## config.mk

```make
export PLATFORM = sky130hd
export DESIGN_NAME = pe_inst_decode_stage
export DESIGN_NICKNAME = d
export VERILOG_FILES = /design/src/rtl/pe_inst_decode_stage.sv
export SDC_FILE = /design/constraint.sdc
export NUM_CORES = 1
export LEC_CHECK = 0
export ABC_CLOCK_PERIOD_IN_PS = 8300
export CAP_MARGIN = 20
export CORE_ASPECT_RATIO = 2
export CORE_MARGIN = 5
export CORE_UTILIZATION = 40
export DETAILED_ROUTE_END_ITERATION = 6
export GPL_TIMING_DRIVEN = 0
export HOLD_SLACK_MARGIN = 0.1
export PLACE_DENSITY = 0.62
export SETUP_SLACK_MARGIN = 0.2
export SLEW_MARGIN = 20
export SYNTH_ARGS = -nofsm -noshare
export SYNTH_HDL_FRONTEND = slang
export SYNTH_SLANG_ARGS = --single-unit
```

## constraint.sdc

```tcl
create_clock -name clk -period 8.3 [get_ports clk]
set_input_delay 1.66 -clock clk [delete_from_list [all_inputs] [get_ports clk]]
set_output_delay 1.66 -clock clk [all_outputs]
set_load 0.01 [all_outputs]
```

## src/rtl/pe_inst_decode_stage.sv

```systemverilog
// Registered instruction decode with a 2-entry valid/ready skid and saturating stats counters.
// Accepted word appears on out_* the next cycle; in_ready is registered and drops only while both entries are full.
module pe_inst_decode_stage #(
  parameter int INST_W         = 32,
  parameter int OPC_W          = 7,
  parameter int FUNC_W         = 5,
  parameter int ARITH_FUNC_MAX = 8,
  parameter int CNT_W          = 16
) (
  input  logic                             clk,
  input  logic                             rst,
  input  logic                             in_valid,
  output logic                             in_ready,
  input  logic [INST_W-1:0]                in_inst,
  output logic                             out_valid,
  input  logic                             out_ready,
  output logic [OPC_W-1:0]                 out_opcode,
  output logic [FUNC_W-1:0]                out_func,
  output logic [INST_W-OPC_W-FUNC_W-1:0]   out_imm,
  output logic [2:0]                       out_class,
  output logic                             out_illegal,
  input  logic                             cnt_clr,
  output logic [CNT_W-1:0]                 cnt_total,
  output logic [CNT_W-1:0]                 cnt_arith,
  output logic [CNT_W-1:0]                 cnt_illegal
);

  localparam int IMM_W = INST_W - OPC_W - FUNC_W;

  typedef struct packed {
    logic [OPC_W-1:0]  opc;
    logic [FUNC_W-1:0] func;
    logic [IMM_W-1:0]  imm;
    logic [2:0]        cls;
    logic              ill;
  } dec_t;

  typedef enum logic [1:0] {EMPTY, ONE, TWO} state_t;

  state_t           state_q, state_d;
  logic             in_ready_q, in_ready_d;
  dec_t             out_q, out_d;
  dec_t             skid_q, skid_d;
  dec_t             dec;
  logic [CNT_W-1:0] cnt_total_q, cnt_total_d;
  logic [CNT_W-1:0] cnt_arith_q, cnt_arith_d;
  logic [CNT_W-1:0] cnt_illegal_q, cnt_illegal_d;
  logic             accept, fire;

  assign accept = in_valid && in_ready_q;
  assign fire   = (state_q != EMPTY) && out_ready;

  always_comb begin
    dec      = '0;
    dec.opc  = in_inst[INST_W-1 -: OPC_W];
    dec.func = in_inst[INST_W-OPC_W-1 -: FUNC_W];
    dec.imm  = in_inst[IMM_W-1:0];
    if (dec.opc == OPC_W'(0))      dec.cls = 3'd0;
    else if (dec.opc == OPC_W'(1)) dec.cls = (32'(dec.func) < ARITH_FUNC_MAX) ? 3'd1 : 3'd7;
    else if (dec.opc == OPC_W'(2)) dec.cls = 3'd2;
    else if (dec.opc == OPC_W'(3)) dec.cls = 3'd3;
    else if (dec.opc == OPC_W'(4)) dec.cls = 3'd4;
    else                           dec.cls = 3'd7;
    dec.ill = (dec.cls == 3'd7);
  end

  always_comb begin
    state_d = state_q;
    out_d   = out_q;
    skid_d  = skid_q;
    unique case (state_q)
      EMPTY: if (accept) begin
        state_d = ONE;
        out_d   = dec;
      end
      ONE: begin
        if (accept && !fire) begin
          state_d = TWO;
          skid_d  = dec;
        end else if (accept && fire) begin
          out_d = dec;
        end else if (fire) begin
          state_d = EMPTY;
        end
      end
      TWO: if (fire) begin
        // in_ready is low here, so only the skid entry can move forward
        state_d = ONE;
        out_d   = skid_q;
      end
      default: state_d = EMPTY;
    endcase
    in_ready_d = (state_d != TWO);
  end

  always_comb begin
    cnt_total_d   = cnt_total_q;
    cnt_arith_d   = cnt_arith_q;
    cnt_illegal_d = cnt_illegal_q;
    if (cnt_clr) begin
      cnt_total_d   = '0;
      cnt_arith_d   = '0;
      cnt_illegal_d = '0;
    end else if (fire) begin
      if (cnt_total_q != '1) cnt_total_d = cnt_total_q + CNT_W'(1);
      if (out_q.cls == 3'd1 && cnt_arith_q != '1) cnt_arith_d = cnt_arith_q + CNT_W'(1);
      if (out_q.ill && cnt_illegal_q != '1) cnt_illegal_d = cnt_illegal_q + CNT_W'(1);
    end
  end

  always_ff @(posedge clk or posedge rst) begin
    if (rst) begin
      state_q       <= EMPTY;
      in_ready_q    <= 1'b0;
      out_q         <= '0;
      skid_q        <= '0;
      cnt_total_q   <= '0;
      cnt_arith_q   <= '0;
      cnt_illegal_q <= '0;
    end else begin
      state_q       <= state_d;
      in_ready_q    <= in_ready_d;
      out_q         <= out_d;
      skid_q        <= skid_d;
      cnt_total_q   <= cnt_total_d;
      cnt_arith_q   <= cnt_arith_d;
      cnt_illegal_q <= cnt_illegal_d;
    end
  end

  assign in_ready    = in_ready_q;
  assign out_valid   = (state_q != EMPTY);
  assign out_opcode  = out_q.opc;
  assign out_func    = out_q.func;
  assign out_imm     = out_q.imm;
  assign out_class   = out_q.cls;
  assign out_illegal = out_q.ill;
  assign cnt_total   = cnt_total_q;
  assign cnt_arith   = cnt_arith_q;
  assign cnt_illegal = cnt_illegal_q;

endmodule

```

==> results of run 1 <==
[critical path: cells and delay by family (launching register included)]
kind	cells	cell delay [ns]
flops	1	0.43
simple gates	1	0.32
buf+inv	2	0.69
[registers in the layout, summed over array words and instances (netlist names)]
name	count
cnt_arith	16
cnt_illegal	16
cnt_total	16
in_ready	1
out_class	3
out_func	5
out_illegal	1
out_imm	20
out_opcode	7
skid_q	36
state_q	2
[where the power goes]
part | total [mW] | switching [mW] | internal, mW
Clock | 0.674 | 0.284 | 0.390
Combinational | 0.585 | 0.272 | 0.314
Sequential | 0.865 | 0.0969 | 0.768
Total | 2.12 | 0.653 | 1.47
[metal layers]
layer / up-vias / track usage, %
met5: - / 0
li1: 2508 / -
met1: 2575 / 19.2
met2: 141 / 38.9
met4: 0 / 7.48
met3: 27 / 5.13
[logic make-up (layout without fill, tap and decap cells)]
family                   after synthesis  after routing  share of synthesized area (%)
multiplexers                          45             45                           8.35
AO/OA/AOI/OAI                        130            130                           13.7
AND/OR/NAND/NOR                      256            256                           22.5
adder cells (fa/ha/maj)                3              3                          0.621
buffers and inverters                 47            200                           3.87
flip-flops                           123            123                           50.9
[worst max path at each step]
stage / cells past startpoint / slack [ns] / endpoint / from
final: 3 / 4.79 / out_valid / state_q[1]
after global routing: 3 / 4.72 / out_valid / state_q[1]
after CTS: 3 / 4.78 / out_valid / state_q[1]
after detailed placement: 6 / 4.57 / out_imm[8] / in_valid
after global placement: 2 / 1.57 / skid_q[18] / rst
after floorplan: 1 / 3.37 / cnt_arith[0] / rst
[placed cells by master, fill, tap and decap left out, types with 7 or more instances in the layout]
cell type / n
a21oi_1: 43
a31oi_1: 35
buf_2: 7
clkbuf_1: 22
clkbuf_16: 17
clkdlybuf4s50_1: 121
dfrtp_1: 123
inv_1: 10
mux2_2: 43
nand2_1: 81
nand3_1: 14
nand4_1: 11
nor2_1: 57
nor2b_1: 10
nor4_1: 10
o21ai_0: 12
o31ai_1: 20
or3_1: 12
or4_1: 21
[cell type report]
class	count	share of cell area [%]
clock inverter	13	1.16
multi-input combinational	434	33.9
timing repair buffer	122	15.4
inverter	11	0.574
sequential	123	38.1
buffer	36	2.39
clock buffer	18	5.44
tap	195	3.02
[metrics by stage]
| step | power (mW) | util, % | cells | instance area, um2 | hold WS (ns) |
|---|---|---|---|---|---|
| CTS | 2.15 | 54.4 | 952 | 8060 | 0.510 |
| finish | 2.12 | 54.4 | 952 | 8070 | 0.505 |
| detailed placement | 1.47 | 50.8 | 921 | 7530 | 0.496 |
| floorplan | 1.17 | - | 604 | 6040 | 0.480 |
| global placement | 1.45 | 50.6 | 920 | 7500 | 0.489 |
| global route | 2.25 | 54.4 | 952 | 8070 | 0.524 |
==> results by group, run 1 <==
Setup path
  – Flop-to-flop setup slack: 6.16 ns
  – Reg2Reg Launch Point: cnt_illegal[1]
  – Setup CP Type: reg2out
  – Worst Setup Start Kind: register
  – CP max stage delay: 0.49 ns
  – Slowest library cell on the worst path: clkdlybuf4s50_1
  – Worst R2R Path Depth: 6
  – RR Endpoint: cnt_illegal[3]
  – CP Capture Type: primary output
  – CP Cell Sequence: buf_4 -> or2_2 -> clkdlybuf4s50_1
  – Worst Path Required: 6.64 ns
  – Arrival time worst endpoint: 1.85 ns
  – Max Fanout on Critical Path: 10

Placement
  – Port Buffer Count: 121
  – HPWL Detailed: 12900 um
  – Final Wtd Congestion: 0.824
  – Pre-CTS setup slack: 4.57 ns

Clock tree
  – # hold bufs at CTS: 0
  – H-tree levels: 4
  – Post-CTS Setup Inserts: 0
  – CTS Buffer Depth: 2
  – Clock-pin transition on the worst setup and hold timing paths: 0.06 ns
  – Clk sinks: 123
  – Worst skew pair latency: 0.40 ns
  – Inserted Clock Buffers: 17
  – Root Driver: clkbuf_16
  – TritonCTS clock tree: built
  – CTS resizes: 0

STA
  – Final Hold Viols: 0
  – Tightest Pin Transition: 0.706 ns
  – Layout Skew: 0.00833 ns
  – Fmax: 0.285 GHz
  – Final Worst Setup Slack: 4.79 ns
  – Slew headroom: 52.5%
  – Final Cycle Share: 42.3%
  – Max-slew violation count: 0
  – Final-report setup violation count: 0
  – RSZ-0062 raised after global routing: false
  – Fin Setup TNS: 0 ns
  – Minimum clock period: 3.51 ns

Drt
  – Top Metal Used: met4
  – Antenna viol nets, final: 0
  – Drt via density: 5.52
  – Starting DRT DRC Count: 222
  – Wl on met1: 5820 um
  – Via Count: 5251
  – Routed length per instance: 17.8 um
  – Met2 routed WL: 9860 um
  – Met3 WL: 905 um
  – Drt first pass iters: 5
  – Final WL: 17000 um
  – DRC Markers: 0

Global route
  – GRT overflow: 0
  – Pin count of the biggest net entering global routing: 79
  – Number of global-route vias before repair: 5594
  – Tot GR Track Use: 19.7%
  – Initial antenna violation count: 0
  – First-pass GRT wire length: 28500 um

Floorplanning
  – DIE HEIGHT: 184 um
  – Core Rows: 63
  – DIE AREA: 17800 um2
  – Initial core utilization: 40.8%
  – Die width: 96.9 um
  – Core ar.: 14800 um2
  – I/O pin count: 123

Cells and area
  – FILL cells: 1421
  – Multi-input logic area: 2740 um2
  – Layout cell share with drive strength beyond 1: 14.7%
  – Fin nets: 785
  – Area delta synth->final: 33.5%
  – Number of diodes: 0
  – Register area: 3080 um2

Yosys
  – Area leader, netlist: dfrtp_1
  – YS warnings: 0
  – Syn Std Cell Area: 6040 um2
  – Gate Count Post-Synth: 604
  – Top post-synthesis cells by area: dfrtp_1 (51%), mux2_2 (8.0%), nand2_1 (5.0%)
  – Seq/Total Area, Yosys: 50.9%
  – Commonest cells in the netlist: dfrtp_1 (123), nand2_1 (81), nor2_1 (57)
  – Flops & latches, synth: 123
  – Ys async rst share: 100%
  – Count leader, synth: dfrtp_1
  – Syn Area/Cell: 10.0 um2
  – Number of flops mapped to enable cells by yosys: 0
  – Mapped Nets: 644
  – Synth Flop Type: dfrtp_1
  – Netlist cell types: 51
  – Share of the synthesized area in the top cell type: 50.9%

Status
  – Status: completed

Power
  – PD cells: 263 nW/um2
  – Maximum VDD drop: 189 uV
  – Lkg Pwr: 3.14 nW

Job
  – Max-cap violation count: 0

Min path
  – Cell count of the worst hold path: 1
  – WHS Endpoint: skid_q[22]
  – Worst Hold Class: reg2reg
  – Hold Crit Start: skid_q[22]
Note: power is estimated with default switching activity, not from simulation.
==> run 2, diff against run 1 <==
--- a/config.mk
+++ b/config.mk
@@ -5,7 +5,7 @@
 export SDC_FILE = /design/constraint.sdc
 export NUM_CORES = 1
 export LEC_CHECK = 0
-export ABC_CLOCK_PERIOD_IN_PS = 8300
+export ABC_CLOCK_PERIOD_IN_PS = 3000
 export CAP_MARGIN = 20
 export CORE_ASPECT_RATIO = 2
 export CORE_MARGIN = 5
@@ -13,7 +13,7 @@
 export DETAILED_ROUTE_END_ITERATION = 6
 export GPL_TIMING_DRIVEN = 0
 export HOLD_SLACK_MARGIN = 0.1
-export PLACE_DENSITY = 0.62
+export PLACE_DENSITY = 0.64
 export SETUP_SLACK_MARGIN = 0.2
 export SLEW_MARGIN = 20
 export SYNTH_ARGS = -nofsm -noshare
==> constraint.sdc (replaced) <==
create_clock -name clk -period 3 [get_ports clk]
set_input_delay 0.6 -clock clk [delete_from_list [all_inputs] [get_ports clk]]
set_output_delay 0.6 -clock clk [all_outputs]
set_load 0.01 [all_outputs]
==> run 2 against run 1 <==
Largest power group unchanged. Critical endpoint unchanged. Die area is the same. Setup slack lost 4.2 ns. Design area grew 0.99%. Critical path depth is the same. Sequential share of layout area shrank 0.37 points.
==> results by group, run 2 (synthesized netlist as in run 1, its figures left out) <==
Status
  – Status: completed (unchanged)

Setup path
  – CP Capture Type: primary output (unchanged)
  – Worst Path Required: 2.40 ns (was 6.64 ns)
  – Reg2Reg Launch Point: cnt_total[0] (was cnt_illegal[1])
  – Max Fanout on Critical Path: 10 (unchanged)
  – Top delay family on crit path: buffers and inverters (unchanged)
  – CP Cell Sequence: buf_4 -> or2_2 -> clkdlybuf4s50_1 (unchanged)
  – Crit path launch: state_q[1] (unchanged)
  – Slowest library cell on the worst path: clkdlybuf4s50_1 (unchanged)
  – Setup CP Type: reg2out (unchanged)
  – Worst Setup Start Kind: register (unchanged)
  – CP max stage delay: 0.51 ns (was 0.49 ns)
  – CP Buf/Inv Count: 2 (unchanged)
  – Arrival time worst endpoint: 1.85 ns (about the same)

Global route
  – Pin count of the biggest net entering global routing: 31 (was 79)
  – Initial antenna violation count: 0 (unchanged)
  – GRT overflow: 0 (unchanged)
  – First-pass GRT wire length: 29100 um (was 28500 um)
  – Tot GR Track Use: 20.1% (was 19.7%)
  – Number of global-route vias before repair: 5730 (was 5594)

Cells and area
  – Fin nets: 788 (was 785)
  – Layout cell share with drive strength beyond 1: 15.0% (was 14.7%)
  – Most flops, register: skid_q (unchanged)
  – Final Instance Count excl. Fillers: 956 (was 952)
  – Commonest non-fill, non-tap cell in the layout: dfrtp_1 (unchanged)
  – Post-Route Utilization: 55.0% (was 54.4%)
  – Most frequent cells in the layout: dfrtp_1 (123), clkdlybuf4s50_1 (121), nand2_1 (81) (unchanged)
  – Area delta synth->final: 34.9% (was 33.5%)
  – Max FFs per register: 36 (unchanged)
  – Number of diodes: 0 (unchanged)

Clock tree
  – TritonCTS clock tree: built (unchanged)
  – Post-CTS Setup Inserts: 0 (unchanged)
  – Root Driver: clkbuf_16 (unchanged)
  – Inserted Clock Buffers: 17 (unchanged)
  – Clk sinks: 123 (unchanged)
  – CTS Buffer Depth: 2 (unchanged)
  – Clock-pin transition on the worst setup and hold timing paths: 0.06 ns (about the same)
  – Worst skew pair latency: 0.41 ns (was 0.40 ns)
  – H-tree levels: 4 (unchanged)
  – # hold bufs at CTS: 0 (unchanged)
  – CTS resizes: 0 (unchanged)

Drt
  – Routed length per instance: 18.3 um (was 17.8 um)
  – DRC Markers: 0 (unchanged)
  – Via Count: 5299 (was 5251)
  – Drt first pass iters: 4 (was 5)
  – Antenna viol nets, final: 0 (unchanged)
  – Final WL: 17500 um (was 17000 um)
  – Drt via density: 5.54 (was 5.52)
  – Starting DRT DRC Count: 209 (was 222)

Placement
  – Port Buffer Count: 121 (unchanged)
  – DP Cell Count: 924 (was 921)
  – Final Wtd Congestion: 0.853 (was 0.824)
  – Pre-CTS setup slack: 0.281 ns (was 4.57 ns)
  – HPWL Detailed: 13200 um (was 12900 um)

STA
  – RSZ-0062 raised after global routing: false (unchanged)
  – Slew headroom: 52.0% (was 52.5%)
  – Final Hold Viols: 0 (unchanged)
  – Tightest Pin Transition: 0.714 ns (was 0.706 ns)
  – Final-report setup violation count: 0 (unchanged)
  – Final Worst Setup Slack: 0.546 ns (was 4.79 ns)
  – Final Cycle Share: 81.8%
  – Layout Skew: 0.0110 ns (was 0.00833 ns)
  – Minimum clock period: 2.45 ns
  – Fmax: 0.407 GHz
  – Max-slew violation count: 0 (unchanged)

Floorplanning
  – I/O pin count: 123 (unchanged)
  – Initial core utilization: 40.8% (unchanged)
  – Core Rows: 63 (unchanged)
  – DIE HEIGHT: 184 um (unchanged)
  – Core ar.: 14800 um2 (unchanged)
  – Die width: 96.9 um (unchanged)
  – DIE AREA: 17800 um2 (unchanged)

Power
  – Design Power: 5.97 mW (was 2.12 mW)
  – Lkg Pwr: 3.17 nW (was 3.14 nW)
  – PD cells: 733 nW/um2 (was 263 nW/um2)
  – Maximum VDD drop: 552 uV (was 189 uV)

Min path
  – Hold Crit Start: out_ready (was skid_q[22])
  – Worst Hold Class: in2reg (was reg2reg)

Job
  – Max-cap violation count: 0 (unchanged)
==> run 2: cell types whose count changed in the layout (fill, tap and decap cells not counted), sizes merged <==
| cell | before | now |
|---|---|---|
| buf | 10 | 13 |
| clkinv | 8 | 3 |
| clkinvlp | 1 | 3 |
| inv | 15 | 19 |
==> run 2: where the power goes <==
part           switching, mW  total [mW]  leakage [nW]  internal, mW
Clock                  0.846        1.94         0.267          1.09
Sequential             0.278        2.40          1.51          2.12
Combinational          0.761        1.64          1.39         0.876
==> run 2: metrics by stage <==
step | setup TNS (ns) | cell area [um2] | hold WS [ns]
floorplan | 0 | 6050 | 0.480
global placement | -35.19 | 7500 | 0.489
detailed placement | 0 | 7590 | 0.495
CTS | 0 | 8140 | 0.479
global route | 0 | 8150 | 0.489
finish | 0 | 8150 | 0.486
==> run 2: area by class of cell <==
type | instances | area [um2]
inverters | 11 | 45.0
plain buffers | 36 | 193
fillers | 1387 | 6670
clock inverters | 14 | 125
flip-flops and latches | 123 | 3080
clock buffers | 18 | 429
well taps | 195 | 244
multi-input cells | 434 | 2740
repair buffers | 125 | 1300
==> run 2: metal layers <==
metal | track usage (%) | routed length [um]
met1 | 19.3 | 6140
met2 | 39.5 | 10200
met3 | 5.47 | 816
met4 | 8.21 | 276
met5 | 0 | 0
==> run 2: worst register-to-register path: cells and delay by family, from the launching register on <==
| family | cells | cell delay [ns] |
|---|---|---|
| AND/OR/NAND/NOR | 3 | 0.88 |
| flip-flops | 1 | 0.45 |
| buffers and inverters | 1 | 0.39 |
| adder cells (fa/ha/maj) | 1 | 0.26 |
| AO/OA/AOI/OAI | 1 | 0.06 |
==> run 2: path summary, 6_finish.rpt <==
check                                end  slack (ns)  cells past startpoint
hold / removal                  in_ready        0.49                      2
min in group asynchronous    out_func[3]        0.61                      2
hold reg to reg                skid_q[7]        0.51                      1
setup reg to reg            cnt_total[0]        0.82                      6
max in group asynchronous  cnt_total[15]        1.46                      5
setup / recovery               out_valid        0.55                      3
==> RTL edit 1, RTL diff (config.mk and constraints of run 2) <==
Register the output `cnt_illegal` once more, without a reset; this adds one clock of latency there. The other outputs are not delayed to match.
--- a/src/rtl/pe_inst_decode_stage.sv
+++ b/src/rtl/pe_inst_decode_stage.sv
@@ -137,7 +137,9 @@
   assign out_illegal = out_q.ill;
   assign cnt_total   = cnt_total_q;
   assign cnt_arith   = cnt_arith_q;
-  assign cnt_illegal = cnt_illegal_q;
+  always_ff @(posedge clk) begin
+    cnt_illegal <= cnt_illegal_q;
+  end
 
 endmodule
 
Check against the original RTL: not equivalent (Yosys sat finds a counterexample within 4 cycles, from zero or initial values and one cycle with rst high).
==> RTL edit 1 against run 2 <==
  * Final cell count is 2.0% higher
  * Sequential share of layout area is 2.6 points higher
  * Die area is 3.6% higher
  * Area after synthesis is 3.9% higher
  * Setup slack worse by 0.10 ns
  * Routed wire length is 3.2% higher
  * Clock skew is 0.0033 ns lower
  * Total power is 7.5% higher
  * First-iteration DRC count is 12% higher
  * Sequential cell count is 16 higher
  * Core utilization is 0.20 points lower
  * Cell area is 3.4% higher
  * Register-to-register slack worse by 0.29 ns
==> RTL edit 1: results (changes against run 2) <==
<table>
<tr><th>Metric</th><th>Value</th></tr>
<tr><th colspan="2">Worst setup path</th></tr>
<tr><td>Flop2flop setup slack</td><td>0.53 ns (-0.29 ns)</td></tr>
<tr><td>WP data arrival</td><td>2.85 ns (+1.00 ns)</td></tr>
<tr><td>Worst path max stage delay</td><td>0.68 ns (+0.17 ns)</td></tr>
<tr><td>Worst Reg-to-Reg Cells</td><td>7 (+1)</td></tr>
<tr><td>Launch instance of the worst register-to-register path</td><td>cnt_illegal_q[0]</td></tr>
<tr><td>Worst setup path end</td><td>cnt_arith[12]</td></tr>
<tr><th colspan="2">Logic synthesis</th></tr>
<tr><td>Cell types with the largest area share after synthesis</td><td>dfrtp_1 49%, mux2_2 8.8%, dfxtp_1 5.1%</td></tr>
<tr><td>Async set or reset register ratio after synthesis</td><td>88.5% (-12 points)</td></tr>
<tr><td>Mapped Nets</td><td>660 (+2.5%)</td></tr>
<tr><td>Synth cell count leaders</td><td>123 x dfrtp_1, 80 x nand2_1, 64 x nor2_1</td></tr>
<tr><td>Number of library cell types mapped by synthesis</td><td>48 (-5.9%)</td></tr>
<tr><th colspan="2">STA</th></tr>
<tr><td>Final setup skew</td><td>0.00766 ns (-0.00334 ns)</td></tr>
<tr><th colspan="2">Finish</th></tr>
<tr><td>Layout cells sized above 1</td><td>13.4% (-1.6 points)</td></tr>
<tr><td>Fill count</td><td>1417 (+2.2%)</td></tr>
<tr><th colspan="2">Min path</th></tr>
<tr><td>Number of cells on the worst hold path</td><td>0 (-2)</td></tr>
<tr><td>Class of the worst hold path</td><td>register to register</td></tr>
<tr><th colspan="2">Placement</th></tr>
<tr><td>Placer Congestion</td><td>0.857 (+0.54%)</td></tr>
<tr><td>DPL Wire Length</td><td>13500 µm (+1.7%)</td></tr>
<tr><th colspan="2">Global routing</th></tr>
<tr><td>Via count of the first global-routing pass</td><td>5562 (-2.9%)</td></tr>
<tr><td>Met3 Use GR</td><td>4.18% (-1.3 points)</td></tr>
<tr><td>Global-route met2 utilization</td><td>37.5% (-2.0 points)</td></tr>
<tr><td>Global-route wire length before repair</td><td>29000 µm (-0.24%)</td></tr>
<tr><th colspan="2">Power and ir drop</th></tr>
<tr><td>Switching portion of total power</td><td>30.4% (-1.2 points)</td></tr>
<tr><td>Pleak</td><td>3.32 nW (+4.9%)</td></tr>
<tr><td>Worst vdd ir</td><td>0.000453 V (-18%)</td></tr>
<tr><th colspan="2">Status</th></tr>
<tr><td>Result of the run</td><td>completed</td></tr>
<tr><th colspan="2">Route</th></tr>
<tr><td>Number of DRC markers in iteration 0</td><td>235 (+12%)</td></tr>
<tr><td>Count of vias placed by the detailed router</td><td>5468 (+3.2%)</td></tr>
</table>
## RTL edit 1: changes by cell type in the layout (fill, tap and decap cells not counted), sizes merged, moves of 6 or more
cell | run 2 | this run
mux2 | 43 | 49
nor2 | 57 | 64
and4 | 3 | 9
nand3 | 15 | 22
dfxtp | 0 | 16
nor2b | 10 | 16
or4 | 25 | 16
inv | 19 | 12
## RTL edit 1: cells by family (layout without fill, tap and decap cells)
group	Yosys count	count (layout)
and+or+nand+nor	263	263
buffers and inverters	42	199
AOI/OAI and AO/OA	122	122
DFF	139	139
muxes	51	51
adders and majority gates	3	3
## RTL edit 1: what timing repair did
action | 4_1_cts | 5_1_grt
setup endpoints to repair | 0 | 1
resized for setup | 0 | 1
hold endpoints to repair | 0 | 0
## RTL edit 1: worst min-delay path by stage
stage,start,slack [ns],to
6_report,cnt_illegal_q[15],0.43,cnt_illegal[15]
2_1_floorplan,cnt_illegal_q[15],0.38,cnt_illegal[15]
5_1_grt,cnt_illegal_q[15],0.44,cnt_illegal[15]
4_1_cts,cnt_illegal_q[15],0.43,cnt_illegal[15]
3_5_place_dp,cnt_illegal_q[15],0.41,cnt_illegal[15]
3_3_place_gp,cnt_illegal_q[15],0.40,cnt_illegal[15]
## RTL edit 1: power by group through the flow
| stage | registers (mW) | clock network [mW] | logic [mW] |
|---|---|---|---|
| 4_1_cts | 2.63 | 2.17 | 1.70 |
| 3_5_place_dp | 2.66 | 0 | 1.69 |
| 6_report | 2.63 | 2.13 | 1.67 |
| 3_3_place_gp | 2.62 | 0 | 1.64 |
| 5_1_grt | 2.69 | 2.25 | 1.82 |
| 2_1_floorplan | 2.69 | 0 | 0.776 |
## RTL edit 1: final cells by class
cell class | count | share of cell area [%]
multi-input cells | 439 | 32.3
clock buffers | 18 | 5.21
repair buffers | 125 | 15.3
flip-flops and latches | 139 | 40.3
well taps | 198 | 2.94
plain buffers | 35 | 1.65
clock inverters | 14 | 1.89
inverters | 7 | 0.357
## RTL edit 1: critical path: cells and delay by family
kind,cells,cell delay [ns]
AOI/OAI and AO/OA,2,0.85
muxes,1,0.40
buffers and inverters,1,0.68
and+or+nand+nor,1,0.32
## RTL edit 1: per-stage QoR
stage          instances  util, %  hold slack [ns]  setup WS, ns  setup TNS (ns)
5_1_grt              975     54.8            0.441         0.295               0
6_report             975     54.8            0.433         0.446               0
4_1_cts              975     54.8            0.433         0.345               0
3_3_place_gp         939     50.3            0.404        -0.305          -35.94
3_5_place_dp         943     50.9            0.412        0.0387               0
2_1_floorplan        620        -            0.380         0.889               0
## RTL edit 1: metal layers
layer / share of wire (%) / vias up
li1: - / 2547
met1: 35 / 2678
met2: 57 / 198
met3: 4.6 / 45
met4: 3.4 / 0
met5: 0 / -
==> RTL edit 2, RTL diff (flow settings as in run 2) <==
Without the edit above. `CNT_W`: 16 -> 32.
--- a/src/rtl/pe_inst_decode_stage.sv
+++ b/src/rtl/pe_inst_decode_stage.sv
@@ -5,7 +5,7 @@
   parameter int OPC_W          = 7,
   parameter int FUNC_W         = 5,
   parameter int ARITH_FUNC_MAX = 8,
-  parameter int CNT_W          = 16
+  parameter int CNT_W          = 32
 ) (
   input  logic                             clk,
   input  logic                             rst,
Interface: changed (resized cnt_arith, cnt_illegal and cnt_total); port bits go from 123 to 171. No check against the original RTL was run, so the function may have changed too.
==> RTL edit 2 against run 2 <==
  * Clock power is 15% higher
  * Final cell count grew 43%
  * Routed wire length grew 42%
  * Sequential cell count increased by 48
  * First-iteration DRC count increased by 64%
  * Area after synthesis increased by 40%
  * Global-route usage grew 0.60 points
  * Total power up 18%
  * Register-to-register slack got worse by 0.49 ns
  * Cell area is 39% higher
  * Count of clock-buffer cells in the layout increased by 1
  * Setup slack got worse by 0.22 ns
  * Non-clock buffer count increased by 65
  * Highest routed layer unchanged
==> RTL edit 2: results (changes against run 2) <==
<table>
<tr><th>Metric</th><th>Value</th></tr>
<tr><th colspan="2">Status</th></tr>
<tr><td>Result of the run</td><td>completed</td></tr>
<tr><th colspan="2">STA</th></tr>
<tr><td>Final setup skew</td><td>0.00662 ns (-0.00439 ns)</td></tr>
<tr><th colspan="2">Logic synthesis</th></tr>
<tr><td>Adder-cell share of the synthesized area</td><td>0.443% (-0.18 points)</td></tr>
<tr><td>Xor/xnor share of the synthesized area</td><td>1.65% (+1.7 points)</td></tr>
<tr><td>Synth cell count leaders</td><td>171 x dfrtp_1, 113 x nand2_1, 94 x nor2_1</td></tr>
<tr><td>Mapped Nets</td><td>928 (+44%)</td></tr>
<tr><td>Mux contribution to synthesized area</td><td>6.87% (-1.5 points)</td></tr>
<tr><td>Cell types with the largest area share after synthesis</td><td>dfrtp_1 51%, mux2_2 6.5%, nand2_1 5.0%</td></tr>
<tr><th colspan="2">Finish</th></tr>
<tr><td>Layout cells sized above 1</td><td>11.6% (-3.4 points)</td></tr>
<tr><td>Area fraction of clock buffers and clock inverters</td><td>5.18% (-1.6 points)</td></tr>
<tr><td>Fraction of area in registers</td><td>37.8% (+0.078 points)</td></tr>
<tr><td>Multi-input combinational cell area</td><td>3950 µm² (+44%)</td></tr>
<tr><td>Clock buffers</td><td>19 (+1)</td></tr>
<tr><td>Data buffer area share</td><td>18.4% (+0.15 points)</td></tr>
<tr><td>Count of plain and timing-repair buffers</td><td>226 (+40%)</td></tr>
<tr><td>Multi-Input Combinational</td><td>655 (+51%)</td></tr>
<tr><td>Fill count</td><td>1905 (+37%)</td></tr>
<tr><td>Number of nets in the layout</td><td>1128 (+43%)</td></tr>
<tr><th colspan="2">Worst setup path</th></tr>
<tr><td>FF-to-FF End</td><td>cnt_arith[1]</td></tr>
<tr><td>Source of the critical timing path</td><td>cnt_arith[0]</td></tr>
<tr><td>Family of cells with the greatest summed delay on the critical path</td><td>simple AND/OR/NAND/NOR gates</td></tr>
<tr><td>Flop2flop setup slack</td><td>0.33 ns (-0.49 ns)</td></tr>
<tr><th colspan="2">Global routing</th></tr>
<tr><td>Global-route wire length before repair</td><td>40300 µm (+39%)</td></tr>
<tr><td>Global-route usage over all layers</td><td>20.7% (+0.60 points)</td></tr>
<tr><td>Pin count of the biggest net entering global routing</td><td>34 (+9.7%)</td></tr>
<tr><th colspan="2">Power and ir drop</th></tr>
<tr><td>Worst vdd ir</td><td>0.000570 V (+3.2%)</td></tr>
<tr><th colspan="2">Clock tree</th></tr>
<tr><td>Later-pin clock latency in the skew report</td><td>0.43 ns (+0.02 ns)</td></tr>
<tr><th colspan="2">Route</th></tr>
<tr><td>Wire length per cell</td><td>18.1 µm (-0.75%)</td></tr>
<tr><th colspan="2">Placement</th></tr>
<tr><td>Count of port buffers added during placement</td><td>169 (+40%)</td></tr>
<tr><td>Cell area after placement</td><td>10600 µm² (+40%)</td></tr>
</table>
==> RTL edit 2: cell types whose count changed after synthesis, sizes merged, moves of 23 or more <==
cell,run 2,this run
a21oi,43,66
dfrtp,123,171
nand2,81,113
nand3,15,39
nor2,57,94
o21ai,12,42
or3,12,37
==> RTL edit 2: through the flow <==
stage	setup WS [ns]	hold slack [ns]	util (%)	std cells
after global placement	-1.38	0.489	50.2	1326
after global routing	0.144	0.477	54.0	1370
after CTS	0.218	0.453	53.6	1364
after floorplan	0.217	0.481	-	888
after detailed placement	-0.214	0.495	50.8	1332
final	0.330	0.489	54.0	1370
==> RTL edit 2: how the worst min path moves through the flow <==
stage               startpoint    endpoint  slack, ns
global route         out_ready    in_ready       0.48
finish               out_ready    in_ready       0.49
CTS                  out_ready    in_ready       0.45
detailed placement   skid_q[7]   skid_q[7]       0.49
floorplan            skid_q[4]   skid_q[4]       0.48
global placement    skid_q[10]  skid_q[10]       0.49
==> RTL edit 2: routing by layer <==
layer | GRT usage, % | routed length, µm | vias up
met3 | 3.81 | 914 | 37
met2 | 39.5 | 14400 | 163
met1 | 21.4 | 8770 | 3731
met4 | 9.07 | 758 | 0
li1 | - | - | 3613
met5 | 0 | 0 | -
==> RTL edit 2: cells by family after synthesis <==
group                      Yosys count
muxes                               52
adders and majority gates            3
DFF                                171
and+or+nand+nor                    393
buffers and inverters               62
AOI/OAI and AO/OA                  191
xor gates and xnor gates            16
==> RTL edit 2: power breakdown <==
part	switching, mW	internal, mW
Sequential	0.271	2.78
Combinational	0.853	0.905
Clock	0.972	1.25
==> RTL edit 2: what timing repair did <==
item / CTS / global route
buffers inserted: 0 / 6
endpoints found under the setup margin: 0 / 21
resized for setup: 0 / 5
